## config.mk

```make
export PLATFORM = sky130hd
export DESIGN_NAME = period_meter
export DESIGN_NICKNAME = d
export VERILOG_FILES = /design/src/rtl/period_meter.sv
export SDC_FILE = /design/constraint.sdc
export NUM_CORES = 1
export LEC_CHECK = 0
export ABC_CLOCK_PERIOD_IN_PS = 2800
export BUFFER_PORTS_ARGS = -buffer_cell sky130_fd_sc_hd__clkbuf_2
export CAP_MARGIN = 20
export CORE_MARGIN = 4
export CORE_UTILIZATION = 45
export CTS_CLUSTER_SIZE = 20
export DETAILED_ROUTE_END_ITERATION = 12
export GPL_TIMING_DRIVEN = 0
export SETUP_SLACK_MARGIN = 0.3
export SYNTH_ARGS = -nofsm -noshare
export SYNTH_HDL_FRONTEND = slang
export SYNTH_SLANG_ARGS = --single-unit
```

## constraint.sdc

```tcl
create_clock -name clock -period 2.8 [get_ports clock]
set_input_delay 0.56 -clock clock [delete_from_list [all_inputs] [get_ports clock]]
set_output_delay 0.56 -clock clock [all_outputs]
set_load 0.02 [all_outputs]
```

## src/rtl/period_meter.sv

```systemverilog
// ---------------------------------------------------------------------------
// period_meter
//   Measures the period of an external square wave in system-clock cycles.
//   signalIn is synchronised, rising edges are detected, and the number of
//   clock cycles between consecutive rising edges is presented on a
//   valid/ready output. A sticky timeout flags a missing edge, and a sticky
//   overrun flags a dropped result.
//
// Ports
//   clock        in   1      system clock, rising edge
//   reset        in   1      asynchronous, active-high; clears all state
//   enable       in   1      1 = measure, 0 = return to IDLE (partial count lost)
//   signalIn     in   1      asynchronous signal under measurement
//   periodValue  out  WIDTH  last measured period in clock cycles
//   periodValid  out  1      periodValue holds an unconsumed result
//   periodReady  in   1      consumer accepts when periodValid & periodReady
//   timeout      out  1      sticky: no edge within TIMEOUT_CYCLES; cleared by next capture
//   overrun      out  1      sticky: a result was dropped; cleared only by reset
//   debugState   out  2      current FSM state (IDLE/ARM/MEASURE)
//
// Handshake: a result is transferred on every clock edge where periodValid
//   and periodReady are both 1. periodValid, once raised, stays high and
//   periodValue stays stable until that transfer; periodReady may change
//   freely and has no combinational path to any output.
// ---------------------------------------------------------------------------
module period_meter #(
    parameter int unsigned      WIDTH          = 32,
    parameter logic [WIDTH-1:0] TIMEOUT_CYCLES = WIDTH'(1000000),
    parameter int unsigned      SYNC_STAGES    = 2
) (
    input  logic             clock,
    input  logic             reset,
    input  logic             enable,
    input  logic             signalIn,
    output logic [WIDTH-1:0] periodValue,
    output logic             periodValid,
    input  logic             periodReady,
    output logic             timeout,
    output logic             overrun,
    output logic [1:0]       debugState
);

    localparam logic [1:0] ST_IDLE    = 2'd0;
    localparam logic [1:0] ST_ARM     = 2'd1;
    localparam logic [1:0] ST_MEASURE = 2'd2;

    logic [SYNC_STAGES-1:0] sync_q;
    logic                   history;
    logic                   edge_det;
    logic [1:0]             state;
    logic [WIDTH-1:0]       counter;
    logic                   capture;
    logic                   accept;
    logic                   timeout_hit;

    // Synchroniser chain plus one history flop for rising-edge detection.
    always_ff @(posedge clock or posedge reset) begin
        if (reset) begin
            sync_q  <= '0;
            history <= 1'b0;
        end else begin
            sync_q  <= {sync_q[SYNC_STAGES-2:0], signalIn};
            history <= sync_q[SYNC_STAGES-1];
        end
    end

    always_comb begin
        edge_det    = sync_q[SYNC_STAGES-1] & ~history;
        capture     = enable && (state == ST_MEASURE) && edge_det;
        // An edge in the same cycle as the timeout count wins over the timeout.
        timeout_hit = enable && (state == ST_MEASURE) && !edge_det &&
                      (counter == TIMEOUT_CYCLES);
        // A fresh result can be taken if the slot is empty or being drained now.
        accept      = !periodValid || periodReady;
    end

    // Measurement FSM. counter holds the cycles since the last accepted edge,
    // so it reads P exactly when an edge P cycles after the previous one lands.
    always_ff @(posedge clock or posedge reset) begin
        if (reset) begin
            state   <= ST_IDLE;
            counter <= '0;
        end else if (!enable) begin
            state   <= ST_IDLE;
            counter <= '0;
        end else begin
            case (state)
                ST_IDLE: begin
                    counter <= '0;
                    state   <= ST_ARM;
                end
                ST_ARM: begin
                    if (edge_det) begin
                        counter <= WIDTH'(1);
                        state   <= ST_MEASURE;
                    end
                end
                ST_MEASURE: begin
                    if (edge_det) begin
                        counter <= WIDTH'(1);
                    end else if (counter == TIMEOUT_CYCLES) begin
                        counter <= '0;
                        state   <= ST_ARM;
                    end else begin
                        counter <= counter + WIDTH'(1);
                    end
                end
                default: begin
                    counter <= '0;
                    state   <= ST_IDLE;
                end
            endcase
        end
    end

    // Result register and status flags. These run independently of enable so
    // a pending result survives a stop and is still drained by the consumer.
    always_ff @(posedge clock or posedge reset) begin
        if (reset) begin
            periodValue <= '0;
            periodValid <= 1'b0;
            timeout     <= 1'b0;
            overrun     <= 1'b0;
        end else if (capture) begin
            if (accept) begin
                periodValue <= counter;
                periodValid <= 1'b1;
                timeout     <= 1'b0;
            end else begin
                overrun     <= 1'b1;
            end
        end else begin
            if (periodValid && periodReady) begin
                periodValid <= 1'b0;
            end
            if (timeout_hit) begin
                timeout <= 1'b1;
            end
        end
    end

    assign debugState = state;

endmodule

```

==> summary.md <==
| Metric | Value |
|---|---|
| Filler Cells Inserted | 663 |
| First-pass GRT wire length | 13300 um |
| CTS Buffer Depth | 2 |
| Clock Sinks | 72 |
| Iter 0 DRT Violations | 132 |
| Final setup violation count | 0 |
| Post-CTS Resized | 0 |
| RSZ-0062 raised after global routing | no |
| Diode count | 0 |
| Crit. End Element | register |
| Worst Path Arrival | 2600 ps |
| MaxCap Viol Count | 0 |
| Vias post-DR | 2688 |
| Tcrit/Tclk final | 82.8% |
| Largest net degree at the start of global routing | 73 |
| GRT overflow | 0 |
| Root Buffer | clkbuf_8 |
| # Post-CTS Setup Buffers | 0 |
| Most Crowded Layer GR | met2 |
| Total track usage | 19.2% |
| CTS Buf Count | 9 |
| Worst vdd ir | 0.285 mV |
| Syn Area/Cell | 11.0 um2 |
| Die height | 96.0 um |
| Via density per instance | 5.67 |
| Routed Antenna Nets | 0 |
| Core area | 0.00737 mm2 |
| Clock skew | 7.94 ps |
| Asr flop ratio synth | 100% |
| Total Wirelength | 7930 um |
| Die area | 0.00921 mm2 |
| Hold Slack | 315 ps |
| Area of the multi-input gates | 0.00158 mm2 |
| Max Transition Viols Final | 0 |
| Critical Path Start Type | register |
| Power Density | 500 mW/mm2 |
| Routing usage on met2 | 28.9% |
| Critical-path cell list | inv_1, ha_1, nand2_1, nor2_1, clkbuf_1, nor2_1, nor2_1 |
| H-tree levels | 3 |
| Slowest-stage cell, CP | nor2_1 |
| Nets@finish | 381 |
| Clock Latency Late Sink | 350 ps |
| Yosys warning count | 0 |
| Register area share after synthesis | 51.7% |
| Setup TNS | 0 ps |
| M1 GR Usage | 26.9% |
| Chip Width | 96.0 um |
| Tmin final | 2320 ps |
| DP Area | 0.00381 mm2 |
| Most used cell along the critical path | nor2_1 |
| Yosys cell types | 47 |
| Lkg Pwr | 0.00200 uW |
| Critical path data required time | 3080 ps |
| Seq cells post-synth | 72 |
| Detailed Place HPWL | 5540 um |
| DRC errors left | 0 |
| Vias in the first global route | 2622 |
| Synth Instances | 318 |
| Worst Max-Slew Pin Slew | 868 ps |
| Maximum fanout along the worst path | 10 |
| Area growth from synthesis to layout | 14.8% |
| Hold Buf Count CTS | 0 |
| Mapped Nets | 329 |
| CTS tree | built |
| I/O pins | 42 |
| Share of layout cells above drive strength 1 | 28.3% |
| Slowest Stage Delay on Critical Path | 580 ps |
| Hold Vio Cnt, Final | 0 |
| Worst Path Class, Setup | register to register |
| Worst slew margin | 42.1% |
| CTS clk-pin slew, worst paths | 70 ps |
| Row count | 31 |
| Wire per inst | 16.7 um |
| Tot Pwr | 2000 uW |
| Finished Cell Area | 0.00400 mm2 |
| GRT met3 Usage | 3.28% |
| Initial Utilization | 47.3% |
| Reg area | 0.00180 mm2 |
| DR pass1 iterations | 4 |
| Antenna violations before repair | 0 |
| Main synth FF type | dfrtp_1 |
| I/O Buffers | 41 |
| Post-synth EDFFs | 0 |
| Fmax | 431 MHz |
| Worst hold path class | primary input to register |
| Gpl congestion | 0.854 |
| Util after Layout | 54.3% |
| Status | finished, final reports clean |
| Mapped Area | 0.00348 mm2 |
==> per-layer routing <==
metal	part of all wire, %	wire length [um]
met3	5.0	399
met5	0	0
met1	48	3780
met4	1.6	127
met2	46	3620
==> critical path, delay by kind of cell (launching register included) <==
family                     cells  cell delay, ps
DFF                            1             420
and+or+nand+nor                4             980
adders and majority gates      1             220
buffers and inverters          2             610
==> report_power, final <==
part           internal, uW  switching, uW
Sequential             1050           11.5
Clock                   408            380
Combinational          44.7            102
==> registers in the layout, summed over array words and instances, names as in the netlist <==
register     flops
debugState       2
overrun          1
periodValid      1
history          1
periodValue     32
sync_q           2
counter         32
timeout          1
==> kinds of logic (layout without fill, tap and decap cells) <==
| logic type | Yosys count | after routing | share of synthesized area, % |
|---|---|---|---|
| multiplexers | 33 | 33 | 10.6 |
| AND/OR/NAND/NOR | 114 | 114 | 18.3 |
| XOR/XNOR | 4 | 4 | 1.01 |
| adder cells (fa/ha/maj) | 6 | 6 | 2.16 |
| buffers and inverters | 22 | 79 | 2.87 |
| flip-flops | 72 | 72 | 51.7 |
| AO/OA/AOI/OAI | 67 | 67 | 13.3 |
==> cell usage after synthesis (all sizes together), types with 2 or more instances <==
| library cell | count | area [um2] |
|---|---|---|
| o211ai | 5 | 42.5 |
| nor4b | 2 | 17.5 |
| nor2 | 14 | 52.6 |
| a41oi | 2 | 17.5 |
| and3 | 7 | 46.3 |
| xnor2 | 3 | 26.3 |
| and2 | 3 | 18.8 |
| a22o | 2 | 17.5 |
| mux2 | 32 | 360 |
| or3 | 2 | 12.5 |
| nand2 | 33 | 126 |
| nand2b | 6 | 37.5 |
| dfrtp | 72 | 1800 |
| buf | 9 | 51.3 |
| nand3 | 15 | 75.1 |
| a2111o | 2 | 22.5 |
| ha | 6 | 75.1 |
| nor4 | 5 | 61.3 |
| o21ai | 8 | 40.0 |
| a21o | 14 | 105 |
| inv | 8 | 30.0 |
| clkbuf | 5 | 18.8 |
| nand4 | 7 | 58.8 |
| a21oi | 11 | 58.8 |
| a31oi | 16 | 100 |
| nor3 | 11 | 55.1 |
| and4 | 6 | 52.6 |
==> per-stage QoR <==
step / worst slack [ps] / cells
floorplan: 415 / 318
global placement: -404 / 458
detailed placement: 459 / 458
CTS: 427 / 474
global route: 300 / 474
finish: 482 / 474
==> worst paths after layout <==
kind                          startpoint              end  slack [ps]  cells past startpoint
min in group asynchronous          reset  periodValue[11]         380                      2
max                        debugState[1]       counter[9]         480                      7
min                             signalIn        sync_q[0]         310                      1
min reg2reg                    sync_q[0]        sync_q[1]         350                      0
max in group asynchronous          reset  periodValue[28]        1850                      2
max reg2reg                debugState[1]       counter[9]         480                      7
==> placed cells by master (no fill, tap or decap), types with 4 or more instances in the layout <==
master / instances
clkbuf_2: 42
nor2_1: 14
o211ai_1: 4
ha_1: 6
nand2_1: 32
nand4_1: 6
dfrtp_1: 72
clkbuf_8: 9
nand3_1: 15
buf_2: 7
o21ai_0: 7
clkbuf_1: 7
nand2b_1: 6
mux2_2: 32
and3_1: 5
a31oi_1: 16
and4_1: 5
a21oi_1: 10
a21o_1: 14
nor3_1: 11
inv_1: 7
==> cell type report <==
cell class / instances / share of cell area (%)
multi-input combinational: 224 / 39.6
clock inverter: 4 / 1.13
tap: 99 / 3.10
inverter: 8 / 0.813
buffer: 14 / 1.85
clock buffer: 12 / 3.38
timing repair buffer: 41 / 5.13
sequential: 72 / 45.0
Power figures use the tool's default switching activity.
